==> src/rtl/naive_bus_pkg.sv <==
// Shared definitions for the naive bus crossbar: index widths, the read-source
// encoding (ERR = one past the last slave) and the default unmapped read data.
package naive_bus_pkg;

    localparam logic [31:0] NAIVE_BUS_ERR_RDATA = 32'h0000_0000;

    typedef enum logic [1:0] {
        ACC_NONE  = 2'd0,
        ACC_READ  = 2'd1,
        ACC_WRITE = 2'd2
    } acc_kind_e;

    // Width of an index able to address n distinct values (never below one bit)
    function automatic int idx_width(input int n);
        return (n > 1) ? $clog2(n) : 1;
    endfunction

    function automatic int rd_src_err(input int n_slave);
        return n_slave;
    endfunction

endpackage

==> src/rtl/naive_bus_arbiter.sv <==
// One N_MASTER-way arbiter for a single slave port: request vector in, one-hot
// grant out. Fixed priority by default; NAIVE_BUS_XBAR_RR_EN adds a round-robin pointer.
module naive_bus_arbiter
    import naive_bus_pkg::*;
#(
    parameter int N_MASTER = 3
) (
`ifdef NAIVE_BUS_XBAR_RR_EN
    input  logic                clk,
    input  logic                rst,
    input  logic                slave_gnt,
`endif
    input  logic [N_MASTER-1:0] req,
    output logic [N_MASTER-1:0] grant
);

    logic [N_MASTER-1:0] cand;
    logic                found;

`ifdef NAIVE_BUS_XBAR_RR_EN
    localparam int MIDX_W = idx_width(N_MASTER);

    logic [MIDX_W-1:0]   ptr_q;
    logic [MIDX_W-1:0]   win_idx;
    logic [N_MASTER-1:0] upper_req;

    // Requesters at or above the pointer go first; otherwise wrap to the bottom
    always_comb begin
        upper_req = '0;
        for (int j = 0; j < N_MASTER; j++) begin
            upper_req[j] = req[j] && (j >= int'(ptr_q));
        end
        cand = (|upper_req) ? upper_req : req;
    end
`else
    assign cand = req;
`endif

    always_comb begin
        grant = '0;
        found = 1'b0;
        for (int j = 0; j < N_MASTER; j++) begin
            if (cand[j] && !found) begin
                grant[j] = 1'b1;
                found    = 1'b1;
            end
        end
    end

`ifdef NAIVE_BUS_XBAR_RR_EN
    always_comb begin
        win_idx = '0;
        for (int j = 0; j < N_MASTER; j++) begin
            if (grant[j]) begin
                win_idx = MIDX_W'(j);
            end
        end
    end

    // The pointer only moves once the slave has actually accepted the winner
    always_ff @(posedge clk or posedge rst) begin
        if (rst) begin
            ptr_q <= '0;
        end else if (slave_gnt && (|req)) begin
            if (win_idx == MIDX_W'(N_MASTER - 1)) begin
                ptr_q <= '0;
            end else begin
                ptr_q <= win_idx + MIDX_W'(1);
            end
        end
    end
`endif

endmodule

==> src/rtl/naive_bus_xbar.sv <==
// N-master / M-slave naive bus crossbar with one arbiter per slave and local
// termination of unmapped accesses. Define NAIVE_BUS_XBAR_RR_EN for round-robin arbiters.
module naive_bus_xbar
    import naive_bus_pkg::*;
#(
    parameter int                    N_MASTER    = 3,
    parameter int                    N_SLAVE     = 5,
    parameter logic [N_SLAVE*32-1:0] SLAVES_MASK = {N_SLAVE{32'h0000_0fff}},
    parameter logic [N_SLAVE*32-1:0] SLAVES_BASE = {32'h0003_0000, 32'h0002_0000,
                                                    32'h0001_0000, 32'h0000_8000,
                                                    32'h0000_0000},
    parameter logic [31:0]           ERR_RDATA   = NAIVE_BUS_ERR_RDATA
) (
    input  logic                   clk,
    input  logic                   rst,

    input  logic [N_MASTER-1:0]    master_rd_req,
    output logic [N_MASTER-1:0]    master_rd_gnt,
    input  logic [N_MASTER*32-1:0] master_rd_addr,
    output logic [N_MASTER*32-1:0] master_rd_data,
    input  logic [N_MASTER-1:0]    master_wr_req,
    output logic [N_MASTER-1:0]    master_wr_gnt,
    input  logic [N_MASTER*32-1:0] master_wr_addr,
    input  logic [N_MASTER*4-1:0]  master_wr_byte,
    input  logic [N_MASTER*32-1:0] master_wr_data,

    output logic [N_SLAVE-1:0]     slave_rd_req,
    input  logic [N_SLAVE-1:0]     slave_rd_gnt,
    output logic [N_SLAVE*32-1:0]  slave_rd_addr,
    input  logic [N_SLAVE*32-1:0]  slave_rd_data,
    output logic [N_SLAVE-1:0]     slave_wr_req,
    input  logic [N_SLAVE-1:0]     slave_wr_gnt,
    output logic [N_SLAVE*32-1:0]  slave_wr_addr,
    output logic [N_SLAVE*4-1:0]   slave_wr_byte,
    output logic [N_SLAVE*32-1:0]  slave_wr_data,

    output logic                   o_err_pulse,
    output logic [15:0]            o_err_cnt
);

    localparam int SIDX_W  = idx_width(N_SLAVE + 1);
    localparam int ERR_IDX = rd_src_err(N_SLAVE);
    localparam int ECNT_W  = idx_width(N_MASTER + 1);

    acc_kind_e           act_kind   [N_MASTER];
    logic [SIDX_W-1:0]   act_dst    [N_MASTER];
    logic [N_MASTER-1:0] arb_req    [N_SLAVE];
    logic [N_MASTER-1:0] arb_gnt    [N_SLAVE];
    logic [N_MASTER-1:0] route_gnt;
    logic [N_MASTER-1:0] err_hit;
    logic [N_MASTER-1:0] rd_valid_q;
    logic [SIDX_W-1:0]   rd_src_q   [N_MASTER];
    logic [ECNT_W-1:0]   err_num;
    logic [16:0]         err_sum;
    logic                err_pulse_q;
    logic [15:0]         err_cnt_q;

    // Lowest matching slave wins on overlapping windows
    function automatic logic [SIDX_W-1:0] decode(input logic [31:0] addr);
        logic [SIDX_W-1:0] dst;
        dst = SIDX_W'(ERR_IDX);
        for (int s = N_SLAVE - 1; s >= 0; s--) begin
            if ((addr & ~SLAVES_MASK[s*32 +: 32]) == SLAVES_BASE[s*32 +: 32]) begin
                dst = SIDX_W'(s);
            end
        end
        return dst;
    endfunction

    // A master presents one access per cycle; a read shadows a simultaneous write
    always_comb begin
        for (int m = 0; m < N_MASTER; m++) begin
            act_kind[m] = ACC_NONE;
            act_dst[m]  = SIDX_W'(ERR_IDX);
            if (master_rd_req[m]) begin
                act_kind[m] = ACC_READ;
                act_dst[m]  = decode(master_rd_addr[m*32 +: 32]);
            end else if (master_wr_req[m]) begin
                act_kind[m] = ACC_WRITE;
                act_dst[m]  = decode(master_wr_addr[m*32 +: 32]);
            end
        end
    end

    always_comb begin
        for (int s = 0; s < N_SLAVE; s++) begin
            arb_req[s] = '0;
            for (int m = 0; m < N_MASTER; m++) begin
                arb_req[s][m] = !rst && (act_kind[m] != ACC_NONE) &&
                                (act_dst[m] == SIDX_W'(s));
            end
        end
    end

    for (genvar s = 0; s < N_SLAVE; s++) begin : g_arb
`ifdef NAIVE_BUS_XBAR_RR_EN
        logic slave_fire;
        assign slave_fire = (slave_rd_req[s] & slave_rd_gnt[s]) |
                            (slave_wr_req[s] & slave_wr_gnt[s]);
`endif
        naive_bus_arbiter #(
            .N_MASTER (N_MASTER)
        ) u_arb (
`ifdef NAIVE_BUS_XBAR_RR_EN
            .clk       (clk),
            .rst       (rst),
            .slave_gnt (slave_fire),
`endif
            .req       (arb_req[s]),
            .grant     (arb_gnt[s])
        );
    end

    // Route the winner's fields to its slave; idle ports are driven to zero
    always_comb begin
        slave_rd_req  = '0;
        slave_rd_addr = '0;
        slave_wr_req  = '0;
        slave_wr_addr = '0;
        slave_wr_byte = '0;
        slave_wr_data = '0;
        for (int s = 0; s < N_SLAVE; s++) begin
            for (int m = 0; m < N_MASTER; m++) begin
                if (arb_gnt[s][m]) begin
                    if (act_kind[m] == ACC_READ) begin
                        slave_rd_req[s]           = 1'b1;
                        slave_rd_addr[s*32 +: 32] = master_rd_addr[m*32 +: 32];
                    end else begin
                        slave_wr_req[s]           = 1'b1;
                        slave_wr_addr[s*32 +: 32] = master_wr_addr[m*32 +: 32];
                        slave_wr_byte[s*4 +: 4]   = master_wr_byte[m*4 +: 4];
                        slave_wr_data[s*32 +: 32] = master_wr_data[m*32 +: 32];
                    end
                end
            end
        end
    end

    // Unmapped accesses are granted locally without touching any slave
    always_comb begin
        for (int m = 0; m < N_MASTER; m++) begin
            route_gnt[m] = 1'b0;
            for (int s = 0; s < N_SLAVE; s++) begin
                if (arb_gnt[s][m]) begin
                    route_gnt[m] = (act_kind[m] == ACC_READ) ? slave_rd_gnt[s] : slave_wr_gnt[s];
                end
            end
            err_hit[m] = !rst && (act_kind[m] != ACC_NONE) &&
                         (act_dst[m] == SIDX_W'(ERR_IDX));
            master_rd_gnt[m] = (route_gnt[m] | err_hit[m]) && (act_kind[m] == ACC_READ);
            master_wr_gnt[m] = (route_gnt[m] | err_hit[m]) && (act_kind[m] == ACC_WRITE);
        end
    end

    always_ff @(posedge clk or posedge rst) begin
        if (rst) begin
            rd_valid_q <= '0;
            for (int m = 0; m < N_MASTER; m++) begin
                rd_src_q[m] <= '0;
            end
        end else begin
            rd_valid_q <= master_rd_gnt;
            for (int m = 0; m < N_MASTER; m++) begin
                if (master_rd_gnt[m]) begin
                    rd_src_q[m] <= act_dst[m];
                end
            end
        end
    end

    always_comb begin
        master_rd_data = '0;
        for (int m = 0; m < N_MASTER; m++) begin
            if (rd_valid_q[m]) begin
                if (rd_src_q[m] == SIDX_W'(ERR_IDX)) begin
                    master_rd_data[m*32 +: 32] = ERR_RDATA;
                end else begin
                    for (int s = 0; s < N_SLAVE; s++) begin
                        if (rd_src_q[m] == SIDX_W'(s)) begin
                            master_rd_data[m*32 +: 32] = slave_rd_data[s*32 +: 32];
                        end
                    end
                end
            end
        end
    end

    // Several masters may fault in one cycle, so the counter adds their number
    always_comb begin
        err_num = '0;
        for (int m = 0; m < N_MASTER; m++) begin
            err_num = err_num + ECNT_W'(err_hit[m]);
        end
        err_sum = {1'b0, err_cnt_q} + 17'(err_num);
    end

    always_ff @(posedge clk or posedge rst) begin
        if (rst) begin
            err_pulse_q <= 1'b0;
            err_cnt_q   <= '0;
        end else begin
            err_pulse_q <= |err_hit;
            err_cnt_q   <= err_sum[16] ? 16'hFFFF : err_sum[15:0];
        end
    end

    assign o_err_pulse = err_pulse_q;
    assign o_err_cnt   = err_cnt_q;

endmodule
==> config.mk <==
export PLATFORM = sky130hd
export DESIGN_NAME = naive_bus_xbar
export DESIGN_NICKNAME = d
export VERILOG_FILES = /design/src/rtl/naive_bus_pkg.sv /design/src/rtl/naive_bus_arbiter.sv /design/src/rtl/naive_bus_xbar.sv
export SDC_FILE = /design/constraint.sdc
export NUM_CORES = 1
export LEC_CHECK = 0
export CORE_AREA = 2 2 434 436
export DETAILED_ROUTE_END_ITERATION = 16
export DIE_AREA = 0 0 436 438
export PLACE_DENSITY = 0.31
export SKIP_CTS_REPAIR_TIMING = 1
export SYNTH_ARGS = -nofsm -noshare
export SYNTH_HDL_FRONTEND = slang
export SYNTH_SLANG_ARGS = --single-unit
==> constraint.sdc <==
create_clock -name clk -period 6.3 [get_ports clk]
set_input_delay 0.63 -clock clk [delete_from_list [all_inputs] [get_ports clk]]
set_output_delay 0.63 -clock clk [all_outputs]
set_load 0.1 [all_outputs]
======== Word level (Yosys, flattened, before mapping) ========
Cells that the tools add are included.
storage, ports and cells
  register bits ........................... 29
  bits in latches ......................... 0
  memory bits (writable) .................. 0
  ROM bits ................................ 0
  input port bits ......................... 478
  output and inout port bits .............. 629
  memories ................................ 0
cells by class
  $add $sub $neg .......................... 3
  multiply operators ...................... 0
  divide/modulo/power cells ............... 0
  magnitude comparators ................... 0
  equal/unequal tests ..................... 60
  shifts and indexed selects .............. 0
  muxes and demuxes ....................... 270
  bitwise logic cells ..................... 3
  reductions and logical operators ........ 64
operator list
  cell                 count
  $mux 32              99
  $eq 20x6->1 const B  12
  $logic_not 32->1     6
  $eq 20x4->1 const B  6
  $eq 20x5->1 const B  6
  $mux 1               108
  $mux 4               26
  $mux 3               30
  $logic_and 1x1->1    37
  $eq 3x2->1 const B   12
  $eq 3x3->1 const B   12
  $eq 3x1->1 const B   6
  $logic_not 3->1      6
  $add 16x2->17        1
  $mux 16              1
  $mux 2               6
  $logic_not 1->1      11
  $eq 2x1->1 const B   3
  $eq 2x2->1 const B   3
  $reduce_bool 2->1    3
  $or 1x1->1           3
  $reduce_or 3->1      1
  $add 1x1->2          1
  $add 2x1->2          1

======== Longest topological paths before layout ========
Gate-level depths: netlist of the first run.
  depth in word-level cells ............... 24
  depth in mapped cells ................... 17
  depth with buffers taken out ............ 15

======== Hierarchy ========
A second synthesis of the first run with hierarchy kept.
second synthesis, totals
  cell total of the unflattened synthesis .. 3124
  area total of the unflattened synthesis .. 17972.2 µm²
by module, submodules not included
  module             instances  cells each  area each (µm²)  sequential area each (µm²)
  naive_bus_xbar     1          3109        17840.9          725.7
  naive_bus_arbiter  5          3           26.3             0.0

======== Worst setup path before layout of the first run ========
No wires, ideal clock.
  kind .................................... in2out
  start ................................... input port master_wr_addr[13]
  end ..................................... output port slave_rd_addr[47]
  arrival time ............................ 4.700 ns
  data required time ...................... 5.670 ns
  setup slack ............................. 0.970 ns
  stages on the path ...................... 9
  cell sequence ........................... or4_1 -> nor4_1 -> a32oi_1 -> nand2b_1 -> nor2_2 -> or2_1 -> buf_2 -> clkbuf_1 -> o21ai_0
on the way
  word-level cells in the longest chain between the ends .. 18
  elaborated cells on any way between the ends .. 27
RTL lines
  what                   line                     RTL
  from (decl)            naive_bus_xbar.sv:23     input logic [N_MASTER*32-1:0] master_wr_addr,
  $eq 20x6->1            naive_bus_xbar.sv:63     if ((addr & ~SLAVES_MASK[s*32 +: 32]) == SLAVES_BASE[s*32 +: 32]) begin
  $mux 1                 naive_bus_xbar.sv:63
  $mux 3 (3 in a row)    naive_bus_xbar.sv:63
  $mux 3 (*)             naive_bus_xbar.sv:63
  $mux 3 (*)             naive_bus_xbar.sv:78     end else if (master_wr_req[m]) begin
  $mux 3 (*)             naive_bus_xbar.sv:75     if (master_rd_req[m]) begin
  $eq 3x1->1 (*)         naive_bus_xbar.sv:90     (act_dst[m] == SIDX_W'(s));
  $logic_and 1x1->1 (*)  naive_bus_xbar.sv:89     arb_req[s][m] = !rst && (act_kind[m] != ACC_NONE) &&
  $mux 1 (*)             naive_bus_arbiter.sv:43  if (cand[j] && !found) begin
  $logic_not 1->1        naive_bus_arbiter.sv:43
  $logic_and 1x1->1      naive_bus_arbiter.sv:43
  $mux 1                 naive_bus_arbiter.sv:43
  $logic_not 1->1        naive_bus_arbiter.sv:43
  $logic_and 1x1->1      naive_bus_arbiter.sv:43
  $mux 1                 naive_bus_arbiter.sv:43
  $mux 32 (*)            naive_bus_xbar.sv:124    if (arb_gnt[s][m]) begin
  to (decl)              naive_bus_xbar.sv:29     output logic [N_SLAVE*32-1:0] slave_rd_addr,
Every way passes the cells marked *; elsewhere a longest branch is shown, timed or not.

======== Worst setup path after layout of the first run ========
  start ................................... input port master_wr_req[0]
  end ..................................... output port slave_rd_addr[39]
on the way
  word-level cells in the longest chain between the ends .. 13
  elaborated cells on any way between the ends .. 23
RTL lines
  what                            line                     RTL
  from (decl)                     naive_bus_xbar.sv:21     input logic [N_MASTER-1:0] master_wr_req,
  $mux 2                          naive_bus_xbar.sv:78
  $mux 2                          naive_bus_xbar.sv:75
  $reduce_bool 2->1               naive_bus_xbar.sv:89
  $logic_and 1x1->1 (2 in a row)  naive_bus_xbar.sv:89
  $mux 1                          naive_bus_arbiter.sv:43
  $logic_not 1->1                 naive_bus_arbiter.sv:43
  $logic_and 1x1->1               naive_bus_arbiter.sv:43
  $mux 1                          naive_bus_arbiter.sv:43
  $logic_not 1->1                 naive_bus_arbiter.sv:43
  $logic_and 1x1->1               naive_bus_arbiter.sv:43
  $mux 1                          naive_bus_arbiter.sv:43
  $mux 32 (*)                     naive_bus_xbar.sv:124
Marks and branches as above.

==> results of run 1 <==
cells in the mapped netlist (29+ instances only):
cell      number
a221o_1      117
a22oi_1       89
buf_1         30
buf_4        190
clkbuf_1     128
dfrtp_1       29
mux4_2        88
nand2_1      352
nor2_1       247
o21ai_0       30
o221ai_1     196
through the flow:
step / total power, mW / util / setup slack [ns] / hold WS, ns
2_1_floorplan: 1.363 / - / 0.9703 / 0.4878
3_3_place_gp: 1.948 / 0.1424 / 0.6014 / 0.5514
3_5_place_dp: 1.940 / 0.1424 / 0.6190 / 0.5520
4_1_cts: 2.206 / 0.1433 / 0.6122 / 0.5726
5_1_grt: 2.276 / 0.1433 / 0.5418 / 0.6025
6_report: 2.185 / 0.1434 / 0.6434 / 0.5703
per-layer routing:
metal	up-vias	share of wire
met5	-	0.00058
met4	12	0.021
met3	138	0.060
met2	903	0.54
met1	9476	0.38
li1	8067	-
layout by cell type (no fill, tap or decap), types with 6 or more instances in the layout:
| master | instances |
|---|---|
| nor2_4 | 7 |
| nor2b_1 | 6 |
| mux4_2 | 88 |
| nor3_1 | 6 |
| xnor2_1 | 9 |
| or4_1 | 6 |
| nand2_1 | 348 |
| and3_1 | 7 |
| nand3_1 | 17 |
| a221o_1 | 117 |
| nor4_1 | 18 |
| nand2b_1 | 11 |
| nand4_1 | 8 |
| inv_1 | 13 |
| o221ai_1 | 196 |
| mux2i_1 | 14 |
| o21ai_0 | 28 |
| conb_1 | 190 |
| buf_12 | 259 |
| a21oi_1 | 7 |
| dfrtp_1 | 23 |
| a22oi_1 | 89 |
| nor2_2 | 6 |
| or3_1 | 16 |
| clkdlybuf4s50_1 | 587 |
| buf_4 | 134 |
| nor2_1 | 236 |
worst paths after layout:
path,from,to,depth (start not counted)
worst max-delay path,master_wr_req[0],slave_rd_addr[39],10
worst min-delay path,o_err_cnt[11],o_err_cnt[11],2
worst max register to register,o_err_cnt[0],o_err_cnt[13],11
worst min register to register,o_err_cnt[11],o_err_cnt[11],2
max in group asynchronous,rst,rd_src_q[3],3
min in group asynchronous,rst,rd_src_q[2],3
area by class of cell:
cell class / count / area [um^2]
fillers: 21390 / 159900
repair buffers: 982 / 12080
multi-input cells: 1537 / 10560
well taps: 2495 / 3122
flip-flops and latches: 29 / 740.7
clock buffers: 7 / 152.6
inverters: 20 / 78.83
diodes: 5 / 12.51
clock inverters: 1 / 5.005
power groups by stage:
stage	Sequential (mW)	Clock, mW	Combinational, mW
2_1_floorplan	0.435	0	0.928
6_report	0.258	0.252	1.68
3_3_place_gp	0.262	0	1.69
5_1_grt	0.264	0.270	1.74
4_1_cts	0.258	0.261	1.69
3_5_place_dp	0.260	0	1.68
sequential cells by signal, indices dropped and copies added, names as in the netlist:
name	count
o_err_pulse	1
rd_valid_q	3
o_err_cnt	16
rd_src_q	9
worst reg2reg max path: cells and delay by family (launching register included):
family	cells	cell delay (ns)
adder cells (fa/ha/maj)	3	1.20
AND/OR/NAND/NOR	5	1.02
buffers and inverters	2	0.13
AO/OA/AOI/OAI	1	0.16
flip-flops	1	0.39
cell families after synthesis:
group | after synthesis | share of synthesized area
flip-flops | 29 | 0.05761
AO/OA/AOI/OAI | 486 | 0.3297
XOR/XNOR | 14 | 0.009735
adder cells (fa/ha/maj) | 8 | 0.008344
buffers and inverters | 382 | 0.1718
AND/OR/NAND/NOR | 730 | 0.2468
multiplexers | 109 | 0.1756
other | 1 | 0.0002977
==> results.txt, run 1 <==
----------------------------------------------------
[Status]
  Outcome ... completed

[Die]
  Count of standard-cell rows ... 159
  Total Die Area ... 191,000 um^2
  Die span in y ... 438 um
  Placeable core region ... 186,600 um^2
  Initial core utilization ... 0.06750
  Horizontal die dimension ... 436 um
  Number of I/O pins ... 1,107

[Setup path]
  Class of the most critical setup path ... input port to primary output
  Number of buffer and inverter instances along the worst setup path ... 3
  Endpoint class of the critical path ... primary output
  Category of the worst setup path launch point ... input port
  Cell Chain, Critical Path ... clkdlybuf4s50_1, or4b_1, nor4_1, a32oi_1, nand2b_1, nor2_2, or2_2, buf_4, o221ai_1, buf_12
  Worst Path Max Fanout ... 33
  Slowest cell delay on critical path ... 0.80 ns
  Required time of the worst setup path ... 5.67 ns
  CP arrival ... 5.03 ns
  Critical path's top delay family ... simple AND/OR/NAND/NOR gates
  Slowest cell on the critical path ... o221ai_1
  Worst R2R Setup Slack ... 3.23 ns

[Power and ir drop]
  Max IR drop VDD ... 101.7 uV
  Logic pwr share ... 0.767
  Fraction of power consumed by sequential logic ... 0.118
  Total power density per cell area ... 81.69 nW/um^2
  Power spent charging and discharging nets ... 1.334 mW
  Static leakage power ... 9.173 nW
  Internal Dissipation ... 0.8517 mW
  Clock share of power ... 0.115
  Switching share of power ... 0.6103

[Worst hold path]
  Class of the tightest hold or removal check ... flop to flop

[Logic synthesis]
  Most used DFF post-synth ... dfrtp_1
  Mean post-synth cell area ... 7.161 um^2
  Distinct cell type count of the synthesized netlist ... 75
  Synth area leaders ... mux4_2 (16%), o221ai_1 (14%), buf_4 (11%), nand2_1 (10%), a221o_1 (9.3%)
  Seq cells post-synth ... 29
  Biggest area consumer among synthesized cells ... mux4_2
  Number of flops mapped to enable cells by yosys ... 0
  Synth warn ... 0
  Post-synthesis instance area ... 12,600 um^2
  Portion of the post-synthesis area used by sequential elements ... 0.05761
  Asr flop ratio synth ... 1.000
  Number of instances in the synthesized netlist ... 1,759
  Fraction of synthesized cell area taken by the top area cell type ... 0.1573

[Timing]
  Share of the cycle needed by the critical path after routing ... 0.8979
  Setup Viol. Count Final ... 0
  Max-slew violation count ... 0
  Clk_skew ... 0.005950 ns
  Max Fclk ... 176.8 MHz
  Time the final worst path needs with I/O delays and setup ... 5.657 ns
  Final hold violations ... 0
  Unrepaired setup endpoints after global routing ... no
  Sum of negative setup slack ... 0 ns
  Actual slew at the worst max-slew pin ... 1.072 ns
  Worst slew margin ... 0.2832

[Routing]
  Avg Vias per Cell ... 3.664
  Iter 0 DRT Violations ... 1,275
  Number of vias in the routed layout ... 18,600
  Wire length per cell after detailed routing ... 28.10 um
  Antenna Violating Nets Remaining ... 0
  Number of design rule violations left after detail routing ... 0
  Detailed-routing iteration count for the pre-antenna-repair pass ... 7
  DRT Wirelength ... 142.7 mm

[Clock tree]
  Buffers from clock root to sink, at most ... 2
  Clock slew at reported path FFs ... 0.05 ns
  Cell at the root of the clock tree ... clkbuf_16
  CTS tree ... yes
  Max H-tree Level ... 2
  Clock latency on the worst-skew pair ... 0.28 ns
  CTS Buf Count ... 5
  Sinks on the clock net ... 29

[Cells and area]
  Final net count ... 3,057
  Finished layout cell area ... 26,750 um^2
  Fraction of layout cells with a size suffix above 1 ... 0.2127
  Layout-stage area growth over the synthesis result ... 112.4%
  Final instance count without filler cells ... 5,076

[Run]
  Max Cap Violations ... 0

[Global route]
  Vias in the first global route ... 18,480
  Global routing met3 resource utilization ... 0.02515
  Global route overflow ... 0
  Largest net degree at the start of global routing ... 62
  Initial antenna violation count ... 30
  GR Util All Layers ... 0.1404
  Top Usage Layer GRT ... met2
  Global routing usage on met2 ... 0.2724
  Met1 Use GR ... 0.1593
  Global-route wire length before repair ... 185.7 mm

[Placed design]
  Number of buffers added on ports ... 916
  Final weighted congestion in routability-driven placement ... 0.8881
  Placed Cells incl. Taps ... 5,063
  Post-DP HPWL ... 114.8 mm
  Instance area after placement ... 26,580 um^2

----------------------------------------------------
Power figures use the tool's default switching activity.
==> inputs of run 2 (changes only) <==
- CTS_BUF_LIST: unset -> sky130_fd_sc_hd__clkbuf_8
==> run 2 against run 1 <==
  * Non-clock buffer count unchanged
  * Register-to-register slack better by 0.02 ns
  * Sequential cell count unchanged
  * First-iteration DRC count down 2.6%
  * Combinational power about the same
  * Worst hold slack better by 0.0054 ns
  * Highest routed layer unchanged
  * Critical path depth unchanged
  * Count of clock-buffer cells in the layout unchanged
  * Via count down 0.36%
  * Largest power group unchanged
==> results.txt, run 2 (same netlist as run 1, synthesis figures left out) <==
----------------------------------------------------
[Power and ir drop]
  Max IR drop VDD ... 105.5 uV
  Total power density per cell area ... 78.91 nW/um^2
  Static leakage power ... 9.147 nW

[Die]
  Die span in y ... 438 um
  Initial core utilization ... 0.06750
  Placeable core region ... 186,600 um^2
  Count of standard-cell rows ... 159
  Total Die Area ... 191,000 um^2
  Horizontal die dimension ... 436 um
  Number of I/O pins ... 1,107

[Timing]
  Share of the cycle needed by the critical path after routing ... 0.8959
  Clk_skew ... 0.008387 ns
  Worst hold slack ... 0.5757 ns
  Max Fclk ... 177.2 MHz
  Max-slew violation count ... 0
  Time the final worst path needs with I/O delays and setup ... 5.644 ns
  Unrepaired setup endpoints after global routing ... no
  Setup Viol. Count Final ... 0
  Sum of negative setup slack ... 0 ns
  Final hold violations ... 0
  Actual slew at the worst max-slew pin ... 1.070 ns
  Worst slew margin ... 0.2843

[Setup path]
  Slowest cell delay on critical path ... 0.79 ns
  Cell Chain, Critical Path ... clkdlybuf4s50_1, or4b_1, nor4_1, a32oi_1, nand2b_1, nor2_2, or2_2, buf_4, o221ai_1, buf_12
  Number of buffer and inverter instances along the worst setup path ... 3
  Endpoint class of the critical path ... primary output
  Required time of the worst setup path ... 5.67 ns
  Worst reg2reg startpoint ... o_err_cnt[0]
  Worst R2R Setup Slack ... 3.25 ns
  Reg2reg end ... o_err_cnt[13]
  Class of the most critical setup path ... input port to primary output
  Category of the worst setup path launch point ... input port
  Path depth of the worst reg2reg path ... 11
  Slowest cell on the critical path ... o221ai_1
  Worst Path Max Fanout ... 33
  Critical path depth ... 10
  Critical path's top delay family ... simple AND/OR/NAND/NOR gates
  CP arrival ... 5.01 ns

[Clock tree]
  Clock slew at reported path FFs ... 0.07 ns
  Buffers from clock root to sink, at most ... 2
  CTS tree ... yes
  Cell at the root of the clock tree ... clkbuf_8
  Max H-tree Level ... 2
  Sinks on the clock net ... 29
  CTS Buf Count ... 5
  Clock latency on the worst-skew pair ... 0.30 ns

[Routing]
  Antenna Violating Nets Remaining ... 0
  Wire length per cell after detailed routing ... 28.08 um
  Number of vias in the routed layout ... 18,530
  Detailed-routing iteration count for the pre-antenna-repair pass ... 5
  Number of design rule violations left after detail routing ... 0
  DRT Wirelength ... 142.6 mm
  Avg Vias per Cell ... 3.650
  Iter 0 DRT Violations ... 1,242

[Status]
  Outcome ... completed

[Global route]
  Global route overflow ... 0
  Vias in the first global route ... 18,490
  Largest net degree at the start of global routing ... 62
  GR Util All Layers ... 0.1403
  Global-route wire length before repair ... 185.6 mm
  Top Usage Layer GRT ... met2
  Initial antenna violation count ... 30
  Global routing met3 resource utilization ... 0.02505
  Met1 Use GR ... 0.1592
  Global routing usage on met2 ... 0.2723

[Cells and area]
  Largest register FFs ... 16
  Fraction of layout cells with a size suffix above 1 ... 0.2127
  Layout-stage area growth over the synthesis result ... 112.0%
  Most common library cell in the layout ignoring fill and taps ... clkdlybuf4s50_1
  Final instance count without filler cells ... 5,077
  Final net count ... 3,057
  Leading cell types in the layout, fill and taps excluded ... clkdlybuf4s50_1 (587), nand2_1 (348), buf_12 (259)
  Util after Layout ... 0.1431

[Worst hold path]
  Worst Hold Endpoint ... o_err_cnt[11]
  Class of the tightest hold or removal check ... flop to flop
  Startpoint of the most critical hold path ... o_err_cnt[11]
  Worst Hold Path Cells ... 2

[Placed design]
  Number of buffers added on ports ... 916
  Placed Cells incl. Taps ... 5,063
  Final weighted congestion in routability-driven placement ... 0.8881
  Post-DP HPWL ... 114.8 mm

[Run]
  Max Cap Violations ... 0

----------------------------------------------------
==> run 2: cell type report <==
cell class,count,area (um^2)
clock buffers,7,96.34
diodes,6,15.01
fillers,21400,159900
clock inverters,1,5.005
well taps,2495,3122
repair buffers,982,12080
flip-flops and latches,29,740.7
inverters,20,78.83
multi-input cells,1537,10560
==> run 2: metrics by stage <==
stage	area [um^2]	setup WS [ns]	total power, mW
floorplan	13310	0.9703	1.363
global placement	26580	0.6014	1.948
detailed placement	26580	0.6190	1.940
CTS	26680	0.6122	2.126
global route	26690	0.5418	2.196
finish	26700	0.6558	2.107
==> run 2: worst max path at each step <==
stage	startpoint	endpoint	slack [ns]
after global routing	master_wr_req[0]	slave_wr_addr[145]	0.54
after detailed placement	master_wr_req[0]	slave_wr_data[133]	0.62
after global placement	master_wr_req[0]	slave_wr_addr[145]	0.60
after CTS	master_wr_req[0]	slave_wr_addr[145]	0.61
after floorplan	master_wr_addr[13]	slave_rd_addr[47]	0.97
final	master_wr_req[0]	slave_rd_addr[39]	0.66
==> run 2: where the power goes <==
group | total, mW | internal, mW | leakage, nW | switching [mW]
combinational | 1.67 | 0.468 | 8.74 | 1.21
sequential | 0.257 | 0.216 | 0.354 | 0.0403
clock | 0.177 | 0.0986 | 0.0543 | 0.0782
==> run 2: worst register-to-register path: stages (launching register included) <==
cell and delay (ns):
dfrtp_1 0.40, inv_1 0.09, fa_1 0.54, inv_1 0.04, ha_1 0.20, fa_1 0.46
and3_1 0.23, nand3_1 0.11, nor2_1 0.08, and3_1 0.21, nand3_1 0.39, o21ai_0 0.16
==> run 2: per-layer routing <==
| layer | routed length (um) | up-vias |
|---|---|---|
| li1 | - | 8061 |
| met1 | 53520 | 9440 |
| met2 | 77550 | 895 |
| met3 | 8677 | 121 |
| met4 | 2745 | 12 |
| met5 | 83 | - |
